### config.mk
export PLATFORM = sky130hd
export DESIGN_NAME = fifo_wr_arbiter
export DESIGN_NICKNAME = d
export VERILOG_FILES = /design/src/rtl/fifo_arb_pkg.sv /design/src/rtl/fifo_wr_arbiter_rr_pick.sv /design/src/rtl/fifo_wr_arbiter.sv
export SDC_FILE = /design/constraint.sdc
export NUM_CORES = 1
export LEC_CHECK = 0
export CAP_MARGIN = 10
export CORE_ASPECT_RATIO = 0.8
export CORE_MARGIN = 3
export CORE_UTILIZATION = 28
export CTS_CLUSTER_DIAMETER = 50
export CTS_CLUSTER_SIZE = 30
export DETAILED_ROUTE_END_ITERATION = 10
export PLACE_DENSITY = 0.88
export SLEW_MARGIN = 20
export SYNTH_ARGS = -nofsm -noshare
export SYNTH_HDL_FRONTEND = slang
export SYNTH_SLANG_ARGS = --single-unit
### constraint.sdc
create_clock -name i_Clk -period 3.5 [get_ports i_Clk]
set_input_delay 0.7 -clock i_Clk [delete_from_list [all_inputs] [get_ports i_Clk]]
set_output_delay 0.7 -clock i_Clk [all_outputs]
set_load 0.02 [all_outputs]
### src/rtl/fifo_arb_pkg.sv
// Shared types for the FIFO write arbiter: FSM state encoding and an index helper.
package fifo_arb_pkg;

  typedef enum logic [1:0] {
    ST_IDLE   = 2'd0,
    ST_LOCKED = 2'd1
  } arb_state_e;

  // Successor of idx in a ring of n entries.
  function automatic int wrap_inc(input int idx, input int n);
    return (idx + 1 >= n) ? 0 : idx + 1;
  endfunction

endpackage

### src/rtl/fifo_wr_arbiter_rr_pick.sv
// Round-robin search: first set request at or after start, wrapping around.
module rr_pick #(
  parameter int NUM_REQ   = 3,
  parameter int IDX_WIDTH = $clog2(NUM_REQ)
) (
  input  logic [NUM_REQ-1:0]   req,
  input  logic [IDX_WIDTH-1:0] start,
  output logic                 found,
  output logic [IDX_WIDTH-1:0] idx
);

  // Walk the ring from farthest to nearest so the nearest hit wins.
  always_comb begin
    found = 1'b0;
    idx   = '0;
    for (int i = NUM_REQ - 1; i >= 0; i--) begin
      int k;
      k = (int'(start) + i) % NUM_REQ;
      if (req[k]) begin
        found = 1'b1;
        idx   = IDX_WIDTH'(k);
      end
    end
  end

endmodule

### src/rtl/fifo_wr_arbiter.sv
// Packet-locked round-robin arbiter sharing one FIFO write port among NUM_REQ requesters.
module fifo_wr_arbiter
  import fifo_arb_pkg::*;
#(
  parameter int NUM_REQ    = 3,
  parameter int DATA_WIDTH = 17,
  parameter int IDX_WIDTH  = $clog2(NUM_REQ)
) (
  input  logic                          i_Clk,
  input  logic                          i_Rst_n,
  input  logic [NUM_REQ-1:0]            i_Req_Valid,
  input  logic [NUM_REQ-1:0]            i_Req_Last,
  input  logic [NUM_REQ*DATA_WIDTH-1:0] i_Req_Data,
  output logic [NUM_REQ-1:0]            o_Req_Ready,
  input  logic                          i_Full,
  output logic                          o_Data_Valid,
  output logic [DATA_WIDTH-1:0]         o_Data,
  output logic [1:0]                    o_Diag_State,
  output logic [IDX_WIDTH-1:0]          o_Diag_Grant
);

  arb_state_e           state, next_state;
  logic [IDX_WIDTH-1:0] grant, next_grant;
  logic [IDX_WIDTH-1:0] start_idx;
  logic                 pick_found;
  logic [IDX_WIDTH-1:0] pick_idx;

  // The just-served requester always gets lowest priority.
  assign start_idx = IDX_WIDTH'(wrap_inc(int'(grant), NUM_REQ));

  rr_pick #(
    .NUM_REQ   (NUM_REQ),
    .IDX_WIDTH (IDX_WIDTH)
  ) u_rr_pick (
    .req   (i_Req_Valid),
    .start (start_idx),
    .found (pick_found),
    .idx   (pick_idx)
  );

  always_ff @(posedge i_Clk or negedge i_Rst_n) begin
    if (!i_Rst_n) begin
      state <= ST_IDLE;
      grant <= IDX_WIDTH'(NUM_REQ - 1);
    end else begin
      state <= next_state;
      grant <= next_grant;
    end
  end

  always_comb begin
    next_state   = state;
    next_grant   = grant;
    o_Data_Valid = 1'b0;
    o_Req_Ready  = '0;
    o_Data       = '0;
    case (state)
      ST_IDLE: begin
        if (pick_found) begin
          next_state = ST_LOCKED;
          next_grant = pick_idx;
        end
      end
      ST_LOCKED: begin
        o_Data_Valid = i_Req_Valid[grant] & ~i_Full;
        if (o_Data_Valid) begin
          o_Req_Ready[grant] = 1'b1;
          o_Data             = i_Req_Data[int'(grant)*DATA_WIDTH +: DATA_WIDTH];
          // End of packet: re-arbitrate immediately, the finishing requester included.
          if (i_Req_Last[grant]) begin
            if (pick_found) begin
              next_grant = pick_idx;
            end else begin
              next_state = ST_IDLE;
            end
          end
        end
      end
      default: begin
        next_state = ST_IDLE;
      end
    endcase
  end

  assign o_Diag_State = state;
  assign o_Diag_Grant = grant;

endmodule

==> flow_summary_export.csv <==
group,metric,value,unit
status,status,"finished, final reports clean",
yosys,avgSynthCellArea,6.348,µm²
min_path,hold_end,"o_Diag_Grant[1]$_DFFE_PN1P_",
detailed_routing,num_vias,1093,
setup_path,crit_type,"in2out",
floorplanning,fp.dieW,61.58,µm
setup_path,timing.rr.start,"o_Diag_Grant[0]$_DFFE_PN0P_",
yosys,syn_area,691.9,µm²
cts,htreeDepth,1,
placement,io_buffers,83,
placement,dp.cells,215,
cts,cts.clk_slew.worst_paths,30,ps
pwr,irDropWorstVdd,0.0002978,V
min_path,hp-class,"reg2reg",
detailed_routing,drt_iter0_drc,33,
placement,finalWeightedCongestion,0.7642,
yosys,synth.distinct_cells,24,
detailed_routing,drt_pre_antenna_iters,4,
cts,ctsLongestPathBuffers,2,
cts,cts_root_buffer,"clkbuf_4",
cts,cts_hold_buf,0,
min_path,whs_path_depth,2,
setup_path,worstReg2RegEnd,"o_Diag_Grant[1]$_DFFE_PN1P_",
placement,place_area,0.001567,mm²
floorplanning,coreArea,0.002252,mm²
setup_path,critPathLaunchType,"primary input",
job,cap_violations,0,
setup_path,cp_max_fo,10,
yosys,syn_inst,109,
finish,area_delta_synth_final,136.9,%
cts,cts.sinks,3,
global_routing,antenna_found_initial,0,
detailed_routing,wirelength,2.973,mm
finish,nNetsFinal,255,
timing,skew,2.212,ps
global_routing,grt_pass1_vias,1107,
pwr,cellPowerDensity,469.9,mW/mm²
yosys,ys_seq_elements,3,
detailed_routing,viasPerCell,4.991,
timing,maxSlewViolCount,0,
min_path,hp-start,"o_Diag_Grant[1]$_DFFE_PN1P_",
finish,final_area,0.001639,mm²
detailed_routing,routedWlPerCell,13.58,µm
yosys,seq_area_frac_synth,11.03,%
finish,fin_cells,219,
cts,cts_tree,"built",
timing,rsz0062_at_grt,"no",
timing,post-route-period-util,96.65,%
timing,fmax,295.6,MHz
setup_path,endpoint_kind,"output pin",
pwr,power.leakage,0.9660,nW
timing,period_needed,3383,ps
setup_path,rr_worst_depth,5,
timing,slew_headroom,48.59,%
timing,finalSetupViolCount,0,
timing,hold_viol,0,
timing,setup_tns,0,ps
floorplanning,pin_count,85,
floorplanning,die_h,50.46,µm
detailed_routing,drc,0,
floorplanning,initial_core_util,30.72,%
setup_path,worstPathArrival,2680,ps
setup_path,r2r_slack,1400,ps
global_routing,grt_pass1_wl,4.505,mm
cts,post_cts_buffers,0,
cts,insertion_delay,230,ps
setup_path,crit_required,2800,ps
global_routing,grt.total_usage,18.56,%
detailed_routing,antenna_left,0,
cts,cts_buffers,3,
global_routing,grt_overflow,0,
global_routing,grt_max_degree,15,
floorplanning,rows,15,
placement,dp_hpwl,2.401,mm
floorplanning,dieArea,0.003107,mm²
timing,tightest_slew,769.6,ps
yosys,syn_nets,169,
yosys,yosys_warnings,0,
pwr,finalPower,0.7701,mW
finish,drive_gt1_share,7.216,%
finish,n_antenna_cell,0,
==> metrics by stage <==
step / hold WS, ps / setup WS, ps / utilization (%)
3_5_place_dp: 579.6 / 14.65 / 69.56
4_1_cts: 586.9 / 16.63 / 70.67
2_1_floorplan: 404.4 / 879.2 / -
6_report: 590.9 / 117.1 / 72.78
3_3_place_gp: 579.2 / 33.58 / 69.56
5_1_grt: 623.3 / 26.52 / 72.78
==> worst max path at each step <==
stage                                      startpoint              to  slack (ps)  cells past startpoint
after detailed placement               i_Req_Valid[2]  o_Req_Ready[2]          10                      6
final                                  i_Req_Valid[2]    o_Data_Valid         120                      7
after floorplan           o_Diag_Grant[1]$_DFFE_PN1P_  o_Req_Ready[2]         880                      5
after global placement                 i_Req_Valid[0]  o_Req_Ready[2]          30                      6
after global routing                   i_Req_Valid[2]    o_Data_Valid          30                      7
after CTS                              i_Req_Valid[2]       o_Data[2]          20                      7
==> metal layers <==
metal	GRT usage, %	routed length [µm]	vias up
met5	0	0	-
met4	8.127	53	0
met3	6.941	410	6
li1	-	-	539
met2	32.23	1436	62
met1	19.38	1073	486
==> logic make-up (layout without fill, tap and decap cells) <==
group / count (synthesis) / after routing / synth area share [%]
other cells: 1 / 1 / 0.5420
flops: 3 / 3 / 11.03
buf+inv: 13 / 98 / 10.85
compound gates: 25 / 25 / 20.62
mux: 19 / 19 / 27.49
simple gates: 48 / 48 / 29.48
==> worst max-delay path: stages <==
cell and delay [ps]:
clkdlybuf4s50_1 500, mux2i_1 80, o32a_1 310, or2_1 280, buf_12 170, inv_1 50, clkdlybuf4s50_1 590
==> layout make-up <==
cell class	instances	area, µm²
clock buffers	4	26.28
well taps	25	31.28
fillers	180	613.1
multi-input cells	93	540.5
inverters	2	7.507
flip-flops and latches	3	76.32
repair buffers	92	957.2
==> cell usage after synthesis <==
cell type | instances | area [µm²]
nor2_1 | 38 | 142.6
mux2i_1 | 19 | 190.2
a21oi_1 | 17 | 85.08
clkbuf_1 | 4 | 15.01
buf_2 | 3 | 15.01
nand2_1 | 3 | 11.26
o21ai_0 | 3 | 15.01
buf_4 | 2 | 15.01
buf_6 | 2 | 22.52
dfrtp_1 | 2 | 50.05
inv_1 | 2 | 7.510
nand2b_1 | 2 | 12.51
a2bb2oi_1 | 1 | 8.760
conb_1 | 1 | 3.750
dfstp_2 | 1 | 26.28
nand3b_1 | 1 | 7.510
nor2b_1 | 1 | 6.260
nor3_2 | 1 | 10.01
nor3b_1 | 1 | 7.510
o2111ai_1 | 1 | 8.760
o211ai_1 | 1 | 7.510
o21a_1 | 1 | 7.510
o32a_1 | 1 | 10.01
or2_1 | 1 | 6.260
==> sequential cells by signal, summed over array words and instances (netlist names) <==
register,flops
o_Diag_Grant,2
o_Diag_State,1
==> placed cells by master, fill, tap and decap left out, types with 2 or more instances in the layout <==
cell type | netlist | final
clkdlybuf4s50_1 | 0 | 63
nor2_1 | 38 | 38
mux2i_1 | 19 | 19
dlymetal6s2s_1 | 0 | 19
a21oi_1 | 17 | 17
buf_4 | 2 | 8
o21ai_0 | 3 | 3
nand2_1 | 3 | 3
clkbuf_4 | 0 | 3
inv_1 | 2 | 2
nand2b_1 | 2 | 2
dfrtp_1 | 2 | 2
==> report_power, final <==
part / leakage (nW) / switching [mW] / total [mW] / internal, mW
logic: 0.922 / 0.312 / 0.626 / 0.314
clock network: 0.0150 / 0.0179 / 0.0606 / 0.0427
registers: 0.0294 / 0.0344 / 0.0833 / 0.0489
total: 0.966 / 0.364 / 0.770 / 0.406
==> timing repair <==
action / CTS / global route
gates cloned: 0 / 0
endpoints found under the setup margin: 1 / 19
resized for setup: 1 / 19
No activity file was read; power rests on OpenSTA's default activity.
